File: src/rtl/rr_arbiter_4_pkg.sv
// Shared definitions for the 4-requester round-robin arbiter:
// requester count, owner index width and the FSM state encoding.
package rr_arbiter_4_pkg;
  localparam int NUM_REQ = 4;
  localparam int IDX_W   = 2;

  typedef enum logic {
    IDLE  = 1'b0,
    GRANT = 1'b1
  } state_t;
endpackage

File: src/rtl/rr_arbiter_4_if.sv
// Client <-> arbiter bundle.
//   req           : request vector, bit n = requester n (level)
//   owner_release : current owner is done, sampled only while granted
//   gnt           : one-hot grant, zero when nobody owns the resource
//   gnt_idx       : owner index, meaningful only with gnt_valid
//   gnt_valid     : a grant is active
//   timeout       : one-cycle pulse after a hold-limit forced release
// master = client side, slave = arbiter side.
interface rr_arbiter_4_if;
  import rr_arbiter_4_pkg::*;

  logic [NUM_REQ-1:0] req;
  logic               owner_release;
  logic [NUM_REQ-1:0] gnt;
  logic [IDX_W-1:0]   gnt_idx;
  logic               gnt_valid;
  logic               timeout;

  modport master (output req, owner_release,
                  input  gnt, gnt_idx, gnt_valid, timeout);
  modport slave  (input  req, owner_release,
                  output gnt, gnt_idx, gnt_valid, timeout);
endinterface

File: src/rtl/rr_arbiter_4_dec.sv
// 2-to-4 one-hot decoder for the owner index.
//   idx    : binary owner index
//   onehot : bit idx set, all others clear
module dec2to4_onehot
  import rr_arbiter_4_pkg::*;
(
  input  logic [IDX_W-1:0]   idx,
  output logic [NUM_REQ-1:0] onehot
);
  assign onehot = NUM_REQ'(1) << idx;
endmodule

File: src/rtl/rr_arbiter_4.sv
// Four-requester round-robin arbiter with bounded hold time.
//   clk : rising-edge clock
//   rst : asynchronous active-high reset
//   bus : rr_arbiter_4_if.slave (req/owner_release in, grant signals out)
// A grant lasts until the owner releases, drops its request, or has held
// for HOLD_MAX cycles. Every release is followed by one idle cycle before
// the next grant. All outputs are registered.
module rr_arbiter_4
  import rr_arbiter_4_pkg::*;
#(
  parameter int unsigned HOLD_MAX = 16,  // 1..255
  parameter int unsigned CW       = 8    // 2**CW > HOLD_MAX
)(
  input  logic         clk,
  input  logic         rst,
  rr_arbiter_4_if.slave bus
);

  state_t             state_q, state_d;
  logic [IDX_W-1:0]   idx_q, idx_d;
  logic [IDX_W-1:0]   last_q, last_d;
  logic               valid_q, valid_d;
  logic [CW-1:0]      hold_q, hold_d;
  logic               timeout_q, timeout_d;
  logic [NUM_REQ-1:0] gnt_q, gnt_d;
  logic [NUM_REQ-1:0] dec_oh;
  logic               hit_limit, norm_rel;

  // First set request searching last+1, last+2, last+3, last (mod 4).
  // Walk from the farthest candidate down so the nearest one wins.
  function automatic logic [IDX_W-1:0] rr_pick(input logic [NUM_REQ-1:0] r,
                                               input logic [IDX_W-1:0]   last);
    logic [IDX_W-1:0] cand;
    rr_pick = last;
    for (int k = NUM_REQ; k >= 1; k--) begin
      cand = last + IDX_W'(k);
      if (r[cand]) rr_pick = cand;
    end
  endfunction

  always_comb begin
    state_d   = state_q;
    idx_d     = idx_q;
    last_d    = last_q;
    valid_d   = valid_q;
    hold_d    = hold_q;
    timeout_d = 1'b0;
    hit_limit = (hold_q == CW'(HOLD_MAX - 1));
    norm_rel  = bus.owner_release | ~bus.req[idx_q];
    case (state_q)
      IDLE: begin
        if (|bus.req) begin
          idx_d   = rr_pick(bus.req, last_q);
          valid_d = 1'b1;
          hold_d  = '0;
          state_d = GRANT;
        end
      end
      GRANT: begin
        hold_d = hold_q + 1'b1;
        if (norm_rel || hit_limit) begin
          last_d    = idx_q;
          idx_d     = '0;
          valid_d   = 1'b0;
          hold_d    = '0;
          state_d   = IDLE;
          // Only a pure hold-limit release counts as a timeout.
          timeout_d = hit_limit & ~norm_rel;
        end
      end
      default: state_d = IDLE;
    endcase
  end

  // Decode the next owner so gnt is registered alongside gnt_idx.
  dec2to4_onehot u_dec (
    .idx    (idx_d),
    .onehot (dec_oh)
  );
  assign gnt_d = dec_oh & {NUM_REQ{valid_d}};

  always_ff @(posedge clk or posedge rst) begin
    if (rst) begin
      state_q   <= IDLE;
      idx_q     <= '0;
      last_q    <= IDX_W'(NUM_REQ - 1);  // requester 0 first after reset
      valid_q   <= 1'b0;
      hold_q    <= '0;
      timeout_q <= 1'b0;
      gnt_q     <= '0;
    end else begin
      state_q   <= state_d;
      idx_q     <= idx_d;
      last_q    <= last_d;
      valid_q   <= valid_d;
      hold_q    <= hold_d;
      timeout_q <= timeout_d;
      gnt_q     <= gnt_d;
    end
  end

  assign bus.gnt       = gnt_q;
  assign bus.gnt_idx   = idx_q;
  assign bus.gnt_valid = valid_q;
  assign bus.timeout   = timeout_q;

endmodule
File: src/flat_wrapper.sv
// flat-port wrapper written by rule: the top's interface ports become plain ports
module rr_arbiter_4_flat import rr_arbiter_4_pkg::*;
#(
  parameter int unsigned HOLD_MAX = 16,           
  parameter int unsigned CW       = 8                       
)
  (clk, rst, bus_req, bus_owner_release, bus_gnt, bus_gnt_idx, bus_gnt_valid, bus_timeout);
  rr_arbiter_4_if bus_i ();
  input  logic clk;
  input  logic rst;
  input wire logic [$bits(bus_i.req)-1:0] bus_req;
  input wire logic [$bits(bus_i.owner_release)-1:0] bus_owner_release;
  output wire logic [$bits(bus_i.gnt)-1:0] bus_gnt;
  output wire logic [$bits(bus_i.gnt_idx)-1:0] bus_gnt_idx;
  output wire logic [$bits(bus_i.gnt_valid)-1:0] bus_gnt_valid;
  output wire logic [$bits(bus_i.timeout)-1:0] bus_timeout;
  assign bus_i.req = bus_req;
  assign bus_i.owner_release = bus_owner_release;
  assign bus_gnt = bus_i.gnt;
  assign bus_gnt_idx = bus_i.gnt_idx;
  assign bus_gnt_valid = bus_i.gnt_valid;
  assign bus_timeout = bus_i.timeout;
  rr_arbiter_4 #(.HOLD_MAX(HOLD_MAX), .CW(CW)) u_core (.clk(clk), .rst(rst), .bus(bus_i));
endmodule
File: config.mk
export PLATFORM = sky130hd
export DESIGN_NAME = rr_arbiter_4_flat
export DESIGN_NICKNAME = d
export VERILOG_FILES = /design/src/rtl/rr_arbiter_4_pkg.sv /design/src/rtl/rr_arbiter_4_if.sv /design/src/rtl/rr_arbiter_4_dec.sv /design/src/rtl/rr_arbiter_4.sv /design/src/flat_wrapper.sv
export SDC_FILE = /design/constraint.sdc
export NUM_CORES = 1
export LEC_CHECK = 0
export BUFFER_PORTS_ARGS = -buffer_cell sky130_fd_sc_hd__buf_2
export CAP_MARGIN = 25
export CORE_UTILIZATION = 45
export DETAILED_ROUTE_END_ITERATION = 12
export PLACE_DENSITY = 0.68
export SYNTH_ARGS = -nofsm -noshare
export SYNTH_HDL_FRONTEND = slang
export SYNTH_SLANG_ARGS = --single-unit
File: constraint.sdc
create_clock -name clk -period 1.62 [get_ports clk]
set_clock_uncertainty 0.15 [all_clocks]
set_input_delay 0.162 -clock clk [delete_from_list [all_inputs] [get_ports clk]]
set_output_delay 0.162 -clock clk [all_outputs]
set_load 0.02 [all_outputs]
==> results.toml, run 1 <==
[power]
leakage_nw = 0.642
powerDensity_nw_per_um2 = 1420
total_power_mw = 1.98
peakVddDrop_v = 0.00120

[floorplan]
chipWidth_um = 48.9
start_util_pct = 49.0
die_y_um = 48.9
num_io_pins = 15
rows = 16
core_area_um2 = 2020
dieArea_um2 = 2390

[critical_path]
setup.worst_path.class = "reg2reg"
cp-start-kind = "flop"
arrival_ns = 1.74
crit_fanout = 5
crit_required_ns = 1.69
r2r_cells = 5
end_kind = "flop"

[placed_design]
port_buffers = 14
gp_congestion = 0.932
dp_hpwl_um = 1540
placed_area_um2 = 1240

[final_layout]
fillCellCount = 161
drive_gt1_share_pct = 48.9
antenna_cells = 0
area_delta_synth_final_pct = 40.2
nets = 150
design_area_um2 = 1390
utilization_pct = 68.7

[sta]
worst_slack_ns = -0.0454
min_period_ns = 1.67
hold_viol_final = 0
final.setup.tns_ns = -0.193
slew_headroom_pct = 78.3
fmax_mhz = 600
setup_violations = 8
finalCritPeriodShare_pct = 103
slew_viol_final = 0
rsz0062_at_grt = "yes"
worst_pin_slew_ns = 0.324

[run_status]
run_status = "complete, but fails checks"
violations = "setup timing"

[logic_synthesis]
ys_async_sr_fraction_pct = 100
yosys-top-cells-count = "17 x dfrtp_1, 10 x nand2_1, 10 x nor2_1"
synth_edf_count = 0
ys_seq_area_share_pct = 48.2
syn_nets = 109
ys_ff_latch = 19
syn_area_um2 = 991
avgSynthCellArea_um2 = 9.81
yosys_warnings = 0
synth_cell_types = 36
synth.area.top_cells = "dfrtp_1 43%, dfstp_2 5.3%, nand2_1 3.8%, nor2_1 3.8%, mux2_2 3.4%"
synth.largest_area_cell = "dfrtp_1"
yosysTopAreaCellShare_pct = 42.9
syn_inst = 101
synth.most_common_cell = "dfrtp_1"
synth_flop_cell = "dfrtp_1"

[clocking]
root_buffer = "clkbuf_4"
clock_latency_ns = 0.29
clockBufferDepth = 2
clock_sinks = 19
cts_made_buffers = 3
htree_levels = 1
path_clk_slew_ns = 0.11
cts_tree = "done"

[route]
routed_wl_um = 2180
dr.pass1.iters = 3
ant_nets = 0
vias = 869
initialDrtViolationCount = 3
vias_per_cell = 5.17
drc = 0
wire_per_inst_um = 13.0

[flow_run]
drv_cap = 0

[global_routing]
grt_pass1_wl_um = 3650
globalRoute.totalOverflow = 0
antenna_found_initial = 0
track_usage_pct = 19.9
grt_pass1_vias = 844
grt_max_degree = 13

[worst_hold_path]
hold_class = "in2async"
## critical path, cell delays in order (launching register included)
cell,delay (ns)
dfrtp_2,0.42
or2_1,0.23
o22ai_1,0.21
nand2_2,0.14
or3_1,0.36
o21ai_0,0.08
## timing repair
item                                    CTS  global route
pin swaps                                 1             2
endpoints found under the setup margin    9            15
hold endpoints to repair                 19             0
hold buffers                              1             0
cloned                                    0             0
setup buffers                             2             1
gates resized for setup                   9            13
## metrics by stage
| step | worst slack (ns) | cells | hold slack [ns] |
|---|---|---|---|
| 6_report | -0.0454 | 168 | 0.179 |
| 5_1_grt | -0.120 | 168 | 0.209 |
| 3_5_place_dp | -0.0668 | 160 | -0.0403 |
| 3_3_place_gp | -0.0317 | 160 | -0.0391 |
| 2_1_floorplan | -0.0279 | 101 | -0.0385 |
| 4_1_cts | -0.0470 | 167 | 0.181 |
## placed cells by master (no fill, tap or decap), drive strengths merged, types with 2 or more instances in the layout
master / Yosys / layout
mux2i: 3 / 3
nor3b: 3 / 3
inv: 5 / 5
dfstp: 2 / 2
clkbuf: 0 / 3
nor2: 10 / 10
mux2: 3 / 3
nand2: 10 / 10
o21ai: 7 / 7
nand3: 4 / 4
buf: 1 / 36
or2: 2 / 2
nor3: 5 / 5
nor2b: 3 / 3
dfrtp: 17 / 17
nand2b: 4 / 4
a31oi: 2 / 2
a21o: 2 / 2
a21oi: 3 / 3
## area by class of cell
type	instances	area, um^2	share of cell area (%)
clock inverters	1	5.00	0.360
well taps	27	33.8	2.43
multi-input cells	76	583	42.0
inverters	5	18.8	1.35
flip-flops and latches	19	480	34.6
clock buffers	3	22.5	1.62
repair buffers	37	245	17.7
## state kept, by name (all words and copies together) (netlist names)
| signal | flops |
|---|---|
| u_core.bus.timeout | 1 |
| u_core.last_q | 2 |
| u_core.hold_q | 8 |
| u_core.bus.gnt_idx | 2 |
| u_core.bus.gnt | 4 |
| u_core.state_q | 1 |
| u_core.bus.gnt_valid | 1 |
## power breakdown
group	internal, mW	leakage, nW	switching (mW)
combinational	0.536	0.377	0.515
sequential	0.612	0.247	0.0793
clock	0.0918	0.0177	0.143
## per-layer routing
metal / part of all wire (%) / vias to the layer above / global-route usage (%)
li1: - / 437 / -
met1: 44 / 423 / 23.6
met2: 54 / 7 / 36.3
met3: 1.8 / 2 / 3.74
met4: 0.37 / 0 / 5.88
met5: 0 / - / 0
## worst paths after layout
path	startpoint	end	slack (ns)
max in group asynchronous	rst	u_core.bus.gnt_idx[1]	0.67
worst min-delay path	rst	u_core.state_q	0.18
worst max register to register	u_core.bus.gnt_idx[1]	u_core.hold_q[3]	-0.05
worst min register to register	u_core.hold_q[2]	u_core.hold_q[2]	0.42
worst max-delay path	u_core.bus.gnt_idx[1]	u_core.hold_q[3]	-0.05
min in group clk	bus_req[2]	u_core.state_q	0.22
## cells by family after synthesis
| logic type | after synthesis | share of synthesized area [%] |
|---|---|---|
| and+or+nand+nor | 48 | 27.0 |
| AOI/OAI and AO/OA | 20 | 13.5 |
| DFF | 19 | 48.2 |
| buffers and inverters | 6 | 2.65 |
| muxes | 6 | 6.44 |
| xor gates and xnor gates | 1 | 0.884 |
| adders and majority gates | 1 | 1.26 |
Power figures use the tool's default switching activity.
==> inputs of run 2 (changes only) <==
==> constraint.sdc (replaced) <==
create_clock -name clk -period 1.62 [get_ports clk]
set_clock_uncertainty 0.15 [all_clocks]
set_input_delay 0.162 -clock clk [delete_from_list [all_inputs] [get_ports clk]]
set_output_delay 0.162 -clock clk [all_outputs]
set_load 0.1 [all_outputs]
==> results.toml, run 2 (synthesized netlist as in run 1, its figures left out) <==
[power]
leakage_nw = 0.623
peakVddDrop_v = 0.00129
powerDensity_nw_per_um2 = 1740
total_power_mw = 2.40

[critical_path]
cp-start-kind = "flop"
end_kind = "flop"
r2r_cells = 5
arrival_ns = 1.78
crit_fanout = 5
r2r_start = "u_core.bus.gnt_idx[1]"
r2r-end = "u_core.bus.gnt[0]"
setup.worst_path.class = "reg2reg"
crit_required_ns = 1.69
r2r_slack_ns = -0.09

[placed_design]
placed_cells = 159
dp_hpwl_um = 1610
gp_congestion = 0.835
port_buffers = 14
placed_area_um2 = 1250
dp_slack_ns = -0.0835

[clocking]
htree_levels = 1
path_clk_slew_ns = 0.11
root_buffer = "clkbuf_4"
cts_tree = "done"
clockBufferDepth = 2
cts_made_buffers = 3
clock_sinks = 19
clock_latency_ns = 0.29

[sta]
slew_headroom_pct = 67.8
fmax_mhz = 585
finalCritPeriodShare_pct = 105
final.setup.tns_ns = -0.283
rsz0062_at_grt = "yes"
whs_ns = 0.0371
worst_pin_slew_ns = 0.487
hold_viol_final = 0
worst_slack_ns = -0.0885
setup_violations = 6
min_period_ns = 1.71
slew_viol_final = 0

[final_layout]
area_delta_synth_final_pct = 39.3
mostFrequentLayoutCells = "18 x buf_4, 15 x dfrtp_1, 12 x buf_2, 9 x nor2_1, 7 x nand2_1"
drive_gt1_share_pct = 48.6
regMostFlops = "u_core.hold_q"
antenna_cells = 0
utilization_pct = 68.3
design_area_um2 = 1380
nets = 147
largest_reg_flops = 8
instances_no_fill = 165
final_common_cell = "buf_4"

[floorplan]
start_util_pct = 49.0
core_area_um2 = 2020
die_y_um = 48.9
rows = 16
chipWidth_um = 48.9
dieArea_um2 = 2390
num_io_pins = 15

[flow_run]
drv_cap = 0

[route]
dr.pass1.iters = 4
drc = 0
vias = 859
ant_nets = 0
wire_per_inst_um = 12.4
initialDrtViolationCount = 7
routed_wl_um = 2050
vias_per_cell = 5.21

[global_routing]
track_usage_pct = 19.9
antenna_found_initial = 0
grt_max_degree = 13
grt_pass1_vias = 898
globalRoute.totalOverflow = 0
grt_pass1_wl_um = 3590

[worst_hold_path]
worst_hold_path.endpoint = "u_core.state_q"
min_from = "bus_req[2]"
hold_depth = 3
hold_class = "in2reg"

[run_status]
violations = "setup timing"
run_status = "complete, but fails checks"
-- run 2: changes by cell type in the layout (fill, tap and decap cells not counted), moves of 2 or more --
cell | before | now
clkbuf_4 | 3 | 5
dfrtp_4 | 0 | 2
a21oi_2 | 1 | 3
dfrtp_2 | 2 | 0
buf_2 | 14 | 12
buf_4 | 22 | 18
a21oi_1 | 2 | 0
-- run 2: worst max path at each step --
stage	cells after the start	from	endpoint
finish	5	u_core.bus.gnt_idx[1]	u_core.bus.gnt[0]
global route	5	u_core.bus.gnt_idx[1]	u_core.bus.gnt[0]
CTS	5	u_core.bus.gnt_idx[1]	u_core.bus.gnt[0]
detailed placement	5	u_core.last_q[0]	u_core.bus.gnt[0]
global placement	5	u_core.bus.gnt_idx[1]	u_core.bus.gnt[0]
floorplan	5	u_core.bus.gnt_idx[1]	u_core.bus.gnt[0]
-- run 2: cell type report --
cell class | instances | area (um^2)
Tap cell | 27 | 33.8
Inverter | 5 | 18.8
Clock buffer | 4 | 26.3
Multi-Input combinational cell | 76 | 584
Fill cell | 152 | 642
Sequential cell | 19 | 485
Timing Repair Buffer | 34 | 231
-- run 2: critical path, cell delays in order, from the launching register on --
cell and delay, ns:
dfrtp_4 0.48, or2_1 0.23, o22a_1 0.18, o21a_4 0.21, or2_4 0.24, nor3b_2 0.15
-- run 2: routing by layer --
layer  global-route usage, %  routed length [um]  vias up
met4                    11.8                  25        0
met5                       0                   0        -
met2                    37.7                1120        9
met3                    4.05                  37        4
li1                        -                   -      430
met1                    19.6                 871      416
-- run 2: report_power, final --
| part | total [mW] | leakage, nW | switching [mW] | internal [mW] |
|---|---|---|---|---|
| clock | 0.237 | 0.0150 | 0.141 | 0.0957 |
| sequential | 0.699 | 0.247 | 0.0766 | 0.622 |
| combinational | 1.46 | 0.361 | 0.932 | 0.531 |
-- run 2: what timing repair did --
| action | CTS | global route |
|---|---|---|
| pin swaps | 1 | 3 |
| endpoints found under the hold margin | 19 | 0 |
| resized for setup | 16 | 6 |
| endpoints found under the setup margin | 11 | 16 |
| setup buffers | 1 | 0 |
| hold buffers | 1 | 0 |
